## src/rtl/aq_dcache_tag_inv_ctrl.sv

```systemverilog
// Dcache tag-array front end: muxes LSU tag accesses with a CP0 invalidate-all sweep.
// Optional AQ_DCACHE_INV_WAY_SEL_EN limits the sweep to a captured way mask.
module aq_dcache_tag_inv_ctrl #(
  parameter int SET_NUM = 64,
  parameter int WAY_NUM = 4,
  parameter int TAG_LEN = 28
) (
  input  logic                              forever_cpuclk,
  input  logic                              cpurst_b,
  input  logic                              cp0_lsu_dcache_inv,
`ifdef AQ_DCACHE_INV_WAY_SEL_EN
  input  logic [WAY_NUM-1:0]                cp0_lsu_dcache_inv_way,
`endif
  output logic                              lsu_cp0_inv_busy,
  output logic                              lsu_cp0_inv_done,
  input  logic                              lsu_tag_req,
  output logic                              lsu_tag_gnt,
  input  logic                              lsu_tag_gwen,
  input  logic [11:0]                       lsu_tag_idx,
  input  logic [WAY_NUM-1:0]                lsu_tag_way,
  input  logic [WAY_NUM*(TAG_LEN+2)-1:0]    lsu_tag_din,
  input  logic [WAY_NUM*(TAG_LEN+2)-1:0]    lsu_tag_wen,
  output logic                              tag_cen,
  output logic                              tag_clk_en,
  output logic                              tag_gwen,
  output logic [11:0]                       tag_idx,
  output logic [WAY_NUM-1:0]                tag_way,
  output logic [WAY_NUM*(TAG_LEN+2)-1:0]    tag_din,
  output logic [WAY_NUM*(TAG_LEN+2)-1:0]    tag_wen
);

  localparam int FLD_W = TAG_LEN + 2;
  localparam int DATA_W = WAY_NUM * FLD_W;
  localparam int CNT_W = $clog2(SET_NUM);
  localparam logic [CNT_W-1:0] LAST_SET = CNT_W'(SET_NUM - 1);

  typedef enum logic [1:0] {IDLE, SWEEP, DONE} state_t;

  state_t             state, state_nxt;
  logic [CNT_W-1:0]   set_cnt, set_cnt_nxt;
  logic [WAY_NUM-1:0] sweep_way;
  logic [DATA_W-1:0]  sweep_wen;
  logic               inv_skip;

  // NOTE: sequential state uses non-blocking assignments so every flop samples pre-edge values.
  always_ff @(posedge forever_cpuclk) begin
    if (!cpurst_b) begin
      state   <= IDLE;
      set_cnt <= '0;
    end else begin
      state   <= state_nxt;
      set_cnt <= set_cnt_nxt;
    end
  end

`ifdef AQ_DCACHE_INV_WAY_SEL_EN
  logic [WAY_NUM-1:0] inv_way_q;

  always_ff @(posedge forever_cpuclk) begin
    if (!cpurst_b)
      inv_way_q <= '0;
    else if (state == IDLE && cp0_lsu_dcache_inv)
      inv_way_q <= cp0_lsu_dcache_inv_way;
  end

  assign sweep_way = inv_way_q;
  assign inv_skip  = (cp0_lsu_dcache_inv_way == '0);
`else
  assign sweep_way = '1;
  assign inv_skip  = 1'b0;
`endif

  // Only the valid bit (top bit of each way field) is write-enabled during a sweep.
  always_comb begin
    sweep_wen = '1;
    for (int w = 0; w < WAY_NUM; w++)
      sweep_wen[w*FLD_W + FLD_W - 1] = ~sweep_way[w];
  end

  // NOTE: every always_comb output gets a default first so no path can infer a latch.
  always_comb begin
    state_nxt        = state;
    set_cnt_nxt      = '0;
    lsu_cp0_inv_busy = 1'b0;
    lsu_cp0_inv_done = 1'b0;
    lsu_tag_gnt      = 1'b0;
    tag_cen          = 1'b1;
    tag_clk_en       = 1'b0;
    tag_gwen         = 1'b1;
    tag_idx          = '0;
    tag_way          = '0;
    tag_din          = '0;
    tag_wen          = '1;
    case (state)
      IDLE: begin
        if (cp0_lsu_dcache_inv) begin
          state_nxt = inv_skip ? DONE : SWEEP;
        end else if (lsu_tag_req) begin
          lsu_tag_gnt = 1'b1;
          tag_cen     = 1'b0;
          tag_clk_en  = 1'b1;
          tag_gwen    = lsu_tag_gwen;
          tag_idx     = lsu_tag_idx;
          tag_way     = lsu_tag_way;
          tag_din     = lsu_tag_din;
          tag_wen     = lsu_tag_wen;
        end
      end
      SWEEP: begin
        lsu_cp0_inv_busy = 1'b1;
        tag_cen          = 1'b0;
        tag_clk_en       = 1'b1;
        tag_gwen         = 1'b0;
        tag_idx[6 +: CNT_W] = set_cnt;
        tag_way          = sweep_way;
        tag_wen          = sweep_wen;
        if (set_cnt == LAST_SET)
          state_nxt = DONE;
        else
          set_cnt_nxt = set_cnt + 1'b1;
      end
      DONE: begin
        lsu_cp0_inv_done = 1'b1;
        state_nxt        = IDLE;
      end
      default: state_nxt = IDLE;
    endcase
  end

endmodule
```

## config.mk

```make
export PLATFORM = sky130hd
export DESIGN_NAME = aq_dcache_tag_inv_ctrl
export DESIGN_NICKNAME = d
export VERILOG_FILES = /design/src/rtl/aq_dcache_tag_inv_ctrl.sv
export SDC_FILE = /design/constraint.sdc
export NUM_CORES = 1
export LEC_CHECK = 0
export CAP_MARGIN = 20
export CORE_AREA = 2 2 205 207
export CTS_CLUSTER_SIZE = 40
export DETAILED_ROUTE_END_ITERATION = 10
export DIE_AREA = 0 0 207 209
export PLACE_DENSITY = 0.32
export SYNTH_ARGS = -nofsm -noshare
export SYNTH_HDL_FRONTEND = slang
export SYNTH_SLANG_ARGS = --single-unit
export TNS_END_PERCENT = 100
```

## constraint.sdc

```tcl
create_clock -name forever_cpuclk -period 1.9 [get_ports forever_cpuclk]
set_input_delay 0.38 -clock forever_cpuclk [delete_from_list [all_inputs] [get_ports forever_cpuclk]]
set_output_delay 0.38 -clock forever_cpuclk [all_outputs]
set_load 0.005 [all_outputs]
```

==> results.sh, run 1 <==
export IMPL_htree_levels=1
export IMPL_hold_viol_final=0
export IMPL_cp_cell_sequence="or3b_4, nor2_4, buf_12, buf_16, buf_12, buf_8, buf_6, buf_6, and2_4, buf_6"
export IMPL_die_w_um=207
export IMPL_io_pins=523
export IMPL_final_cell_mix="clkdlybuf4s50_1, buf_6, or3_1"
export IMPL_wirelength_met1_um=9210
export IMPL_maxCapViolCount=0
export IMPL_hold_class="reg2reg"
export IMPL_grt_pass1_vias=5023
export IMPL_antenna_found_initial=7
export IMPL_top_layer="met5"
export IMPL_yosysSeqAreaShare=0.0714
export IMPL_clk_pin_slew_ps=40
export IMPL_routabilityCongestion=0.730
export IMPL_dp_hpwl_um=18900
export IMPL_min_period_ps=2390
export IMPL_yosys_top_cells_area="and2_1, or3_1, dfxtp_1, buf_6, clkbuf_1"
export IMPL_syn_num_nets=606
export IMPL_ys_types=27
export IMPL_start_util=0.0543
export IMPL_numCtsBuffers=3
export IMPL_dieArea_mm2=0.0433
export IMPL_met3_length_um=2470
export IMPL_end_kind="output port"
export IMPL_grt_use_total=0.104
export IMPL_final_common_cell="clkdlybuf4s50_1"
export IMPL_cpMaxStageDelayCell="or3b_4"
export IMPL_drtAntennaViolNets=0
export IMPL_wire_per_inst_um=17.9
export IMPL_port_buffers=522
export IMPL_cts_sinks=8
export IMPL_drc_errors=0
export IMPL_startpoint_type="flop"
export IMPL_max_clock_path_buffers=2
export IMPL_synth_top_area_frac=0.352
export IMPL_rsz0062_at_grt="true"
export IMPL_core_mm2=0.0413
export IMPL_drtIter0Drc=119
export IMPL_num_vias=4908
export IMPL_cp_depth=10
export IMPL_crit_top_cell="buf_6"
export IMPL_synth_seq_cells=8
export IMPL_viasPerCell=3.35
export IMPL_fill_cells=4612
export IMPL_fin_crit_sh=1.26
export IMPL_synth_cells=344
export IMPL_setup_violations=262
export IMPL_grt_pass1_wl_um=33900
export IMPL_outcome="complete, but fails checks"
export IMPL_num_rows=75
export IMPL_drv_slew=0
export IMPL_slowest_delay_ps=410
export IMPL_yosysTopAreaCell="and2_1"
export IMPL_clock_root_buffer="clkbuf_16"
export IMPL_tightest_slew_ps=425
export IMPL_worst_ep_required_time_ps=1520
export IMPL_crit_buf_inv=7
export IMPL_path_class="reg2out"
export IMPL_p_leak_nw=3.94
export IMPL_relSlewSlack=0.717
export IMPL_critPathMaxFanout=3
export IMPL_cpLargestDelayFamily="simple AND/OR/NAND/NOR gates"
export IMPL_setup_ws_ps=-494
export IMPL_clock_fmax_ghz=0.418
export IMPL_nNetsFinal=1189
export IMPL_wl_um=26200
export IMPL_firstDrtPassIters=4
export IMPL_drive_gt1_frac=0.487
export IMPL_syn_to_final_growth_pct=308
export IMPL_cts_tree="built"
export IMPL_place_ws_ps=-987
export IMPL_fin_skew_ps=3.14
export IMPL_netlist_area_mm2=0.00224
export IMPL_irDropWorstVdd_mv=0.216
export IMPL_route_met2_wl_um=14100
export IMPL_critPathArrivalTime_ps=2010
export IMPL_overflow=0
export IMPL_fin_tns_setup_ps=-84580
export IMPL_die_h_um=209
export IMPL_yosys_warnings=0
export IMPL_clk_latency_ps=230
export IMPL_power_density_mw_per_mm2=239
export IMPL_min_path_cells=1
export IMPL_violations="negative setup slack"
export IMPL_grt_max_degree=101
export IMPL_reg2regPathDepth=4
export IMPL_syn_area_per_cell_um2=6.52
## area by class of cell
class / instances / area (µm²) / share of cell area
antenna: 2 / 5.00 / 0.000548
tap: 539 / 674 / 0.0738
timing repair buffer: 620 / 6100 / 0.668
inverter: 2 / 7.51 / 0.000822
multi-input combinational: 292 / 2110 / 0.230
sequential: 8 / 165 / 0.0181
clock buffer: 4 / 78.8 / 0.00863
## final timing paths
kind                            startpoint     endpoint  slack (ps)
worst max-delay path              state[1]  tag_din[76]        -490
worst max register to register  set_cnt[0]   set_cnt[3]         620
worst min-delay path            set_cnt[0]   set_cnt[0]         460
worst min register to register  set_cnt[0]   set_cnt[0]         460
## synthesized netlist by cell type (all sizes together)
| library cell | n |
|---|---|
| o211ai | 1 |
| dfxtp | 8 |
| nor2 | 17 |
| nand2b | 1 |
| a21o | 4 |
| a22o | 6 |
| o21ai | 2 |
| nor2b | 3 |
| clkbuf | 22 |
| nor3 | 1 |
| nand3 | 3 |
| nand2 | 3 |
| a21oi | 2 |
| inv | 2 |
| buf | 20 |
| ha | 1 |
| or3b | 1 |
| and2 | 126 |
| nor3b | 1 |
| xnor2 | 1 |
| xor2 | 2 |
| or3 | 117 |
## per-layer routing
layer | global-route usage | vias up
met5 | 0 | -
met4 | 0.0116 | 12
met3 | 0.0403 | 22
met2 | 0.199 | 320
met1 | 0.110 | 2239
li1 | - | 2315
## what timing repair did
| action | CTS | global route |
|---|---|---|
| pin swaps | 43 | 43 |
| hold buffers | 0 | 0 |
| endpoints found under the setup margin | 262 | 262 |
| gates resized for setup | 726 | 414 |
| setup buffers | 50 | 25 |
| gates cloned | 12 | 10 |
## flip-flops by register name, indices dropped and copies added, names as in the netlist
| register | count |
|---|---|
| set_cnt | 6 |
| state | 2 |
## kinds of logic (layout without fill, tap and decap cells)
logic type	count (synthesis)	count (layout)	share of synthesized area
simple gates	273	273	0.743
compound gates	15	15	0.0491
fa+ha+maj	1	1	0.00558
buf+inv	44	626	0.119
xor+xnor	3	3	0.0117
flops	8	8	0.0714
other cells	0	2	0
## where the power goes
part	total (mW)	switching (mW)	internal, mW
clock network	0.360	0.0806	0.279
registers	0.178	0.00584	0.172
logic	1.65	0.524	1.12
## metrics by stage
stage               power, mW  utilization  cell area [µm²]  hold slack [ps]  instances
CTS                      2.13        0.217             8980              477       1450
global placement         1.54        0.196             8100              457       1385
global route             2.32        0.221             9130              490       1465
floorplan               0.483            -             2240              430        344
detailed placement       1.53        0.196             8100              468       1385
finish                   2.18        0.221             9140              464       1467
No activity file was read; power rests on OpenSTA's default activity.
==> inputs of run 2 (changes only) <==
- SLEW_MARGIN: unset -> 25
==> results of run 2 <==
No change in the layout: final DEF, timing and power equal those of run 1.
==> inputs of run 3 (changes only) <==
- CTS_BUF_LIST: unset -> sky130_fd_sc_hd__clkbuf_8
==> run 3 against run 2 <==
- the flow still finishes with violations (negative setup slack)
- clock skew about the same
- first-iteration DRC count shrank 8.4%
- combinational power is essentially flat
- final cell count stayed put
- maximum frequency hardly changed
- non-clock buffer count unchanged
- register-to-register slack about the same
- sequential share of layout area hardly changed
- final area decreased by 0.37%
- sequential cell count stayed put
- sequential power is essentially flat
- critical path type unchanged
- largest power group unchanged
- highest routed layer unchanged
==> results.sh, run 3 (synthesis gave the netlist of run 1 again) <==
export IMPL_register_area_um2=165
export IMPL_final_cell_mix="clkdlybuf4s50_1, buf_6, or3_1"
export IMPL_overflow=0
export IMPL_end_kind="output port"
export IMPL_power_switching_uw=596
export IMPL_fin_skew_ps=3.54
export IMPL_timing_rr_start="set_cnt[0]"
export IMPL_firstDrtPassIters=4
export IMPL_regMostFlops="set_cnt"
export IMPL_total_power_mw=2.03
export IMPL_dp_hpwl_um=18900
export IMPL_comb_power_share=0.811
export IMPL_die_w_um=207
export IMPL_final_common_cell="clkdlybuf4s50_1"
export IMPL_hold_viol_final=0
export IMPL_die_h_um=209
export IMPL_cpMaxStageDelayCell="or3b_4"
export IMPL_min_from="set_cnt[0]"
export IMPL_power_density_mw_per_mm2=223
export IMPL_critPathArrivalTime_ps=2010
export IMPL_drv_slew=0
export IMPL_drtAntennaViolNets=0
export IMPL_reg2regPathDepth=4
export IMPL_irDropWorstVdd_mv=0.112
export IMPL_grt_use_total=0.104
export IMPL_min_path_cells=1
export IMPL_tightest_slew_ps=423
export IMPL_intPower_mw=1.43
export IMPL_drc_errors=0
export IMPL_hold_slack_ps=465
export IMPL_layout_cells_non_filler=1467
export IMPL_start_util=0.0543
export IMPL_drtIter0Drc=109
export IMPL_startpoint_type="flop"
export IMPL_grt_pass1_vias=5023
export IMPL_grt_pass1_wl_um=33900
export IMPL_cpLargestDelayFamily="simple AND/OR/NAND/NOR gates"
export IMPL_dieArea_mm2=0.0433
export IMPL_drive_gt1_frac=0.487
export IMPL_numCtsBuffers=3
export IMPL_min_period_ps=2390
export IMPL_clk_pin_slew_ps=40
export IMPL_relSlewSlack=0.718
export IMPL_p_leak_nw=3.93
export IMPL_antenna_found_initial=7
export IMPL_num_vias=4897
export IMPL_r2r_slack_ps=620
export IMPL_fin_crit_sh=1.26
export IMPL_num_rows=75
export IMPL_core_mm2=0.0413
export IMPL_routabilityCongestion=0.730
export IMPL_hold_class="reg2reg"
export IMPL_fill_cells=4613
export IMPL_hold_buffers=0
export IMPL_syn_to_final_growth_pct=306
export IMPL_slowest_delay_ps=410
export IMPL_rsz0062_at_grt="true"
export IMPL_grt_max_degree=101
export IMPL_violations="negative setup slack"
export IMPL_viasPerCell=3.34
export IMPL_clk_latency_ps=230
export IMPL_path_class="reg2out"
export IMPL_multi_input_area_mm2=0.00211
export IMPL_cts_tree="built"
export IMPL_seqPwrFrac=0.087
export IMPL_holdPathEnd="set_cnt[0]"
export IMPL_cts_sinks=8
export IMPL_port_buffers=522
export IMPL_wl_um=26200
export IMPL_nNetsFinal=1189
export IMPL_cp_cell_sequence="or3b_4, nor2_4, buf_12, buf_16, buf_12, buf_8, buf_6, buf_6, and2_4, buf_6"
export IMPL_largest_reg_flops=6
export IMPL_worst_ep_required_time_ps=1520
export IMPL_crit_top_cell="buf_6"
export IMPL_crit_buf_inv=7
export IMPL_r2r_end="set_cnt[3]"
export IMPL_htree_levels=1
export IMPL_wire_per_inst_um=17.9
export IMPL_top_regs="set_cnt x6, state x2"
export IMPL_switching_share=0.294
export IMPL_power_frac_clock=0.102
export IMPL_clock_fmax_ghz=0.418
export IMPL_clock_root_buffer="clkbuf_8"
export IMPL_max_clock_path_buffers=2
export IMPL_critPathMaxFanout=3
export IMPL_dp_cells=1385
export IMPL_setup_ws_ps=-495
export IMPL_io_pins=523
export IMPL_setup_violations=262
export IMPL_maxCapViolCount=0
export IMPL_outcome="complete, but fails checks"
-- run 3: changes by cell type in the layout (fill, tap and decap cells not counted), sizes merged --
| cell | previous run | this run |
|---|---|---|
| clkbuf | 109 | 108 |
| inv | 2 | 3 |
-- run 3: metrics by stage --
stage / setup slack, ps / instance area (µm²) / utilization / setup TNS (ps)
2_1_floorplan: 144 / 2240 / - / 0
3_3_place_gp: -969 / 8100 / 0.196 / -220210
3_5_place_dp: -987 / 8100 / 0.196 / -222340
4_1_cts: -731 / 8940 / 0.217 / -126760
5_1_grt: -579 / 9100 / 0.220 / -101460
6_report: -495 / 9100 / 0.220 / -84530
-- run 3: final cells by class --
| class | instances | area share |
|---|---|---|
| multi-input combinational | 292 | 0.231 |
| inverter | 2 | 0.000825 |
| antenna | 2 | 0.000550 |
| timing repair buffer | 620 | 0.670 |
| tap | 539 | 0.0741 |
| sequential | 8 | 0.0181 |
| clock inverter | 1 | 0.000412 |
| clock buffer | 3 | 0.00454 |
-- run 3: metal layers --
metal | vias to the layer above | track usage | wire (µm)
li1 | 2312 | - | -
met1 | 2232 | 0.110 | 9190
met2 | 319 | 0.198 | 14000
met3 | 22 | 0.0403 | 2530
met4 | 12 | 0.0116 | 351
met5 | - | 0 | 80
-- run 3: power groups by stage --
stage | Clock, mW | Sequential (mW) | Combinational, mW
finish | 0.207 | 0.177 | 1.65
global route | 0.229 | 0.178 | 1.76
CTS | 0.217 | 0.178 | 1.58
detailed placement | 0 | 0.181 | 1.35
global placement | 0 | 0.181 | 1.36
floorplan | 0 | 0.178 | 0.305
-- run 3: worst max-delay path by stage --
| stage | start | end | slack [ps] | depth (start not counted) |
|---|---|---|---|---|
| floorplan | cp0_lsu_dcache_inv | tag_wen[0] | 140 | 4 |
| global placement | lsu_tag_req | tag_din[48] | -970 | 7 |
| detailed placement | cp0_lsu_dcache_inv | tag_din[10] | -990 | 7 |
| CTS | state[1] | tag_idx[1] | -730 | 13 |
| global route | state[1] | tag_din[76] | -580 | 10 |
| finish | state[1] | tag_din[76] | -490 | 10 |
-- run 3: timing repair --
action                                  4_1_cts  5_1_grt
buffers inserted                             50       25
gates cloned                                 12       10
resized for setup                           726      414
endpoints found under the setup margin      262      262
pin swaps                                    43       43
-- run 3: worst register-to-register path, cell delays in order, from the launching register on --
cell and delay [ps]:
dfxtp_1 370, ha_1 220, nand2_1 110, o211ai_1 370, nor2_1 90
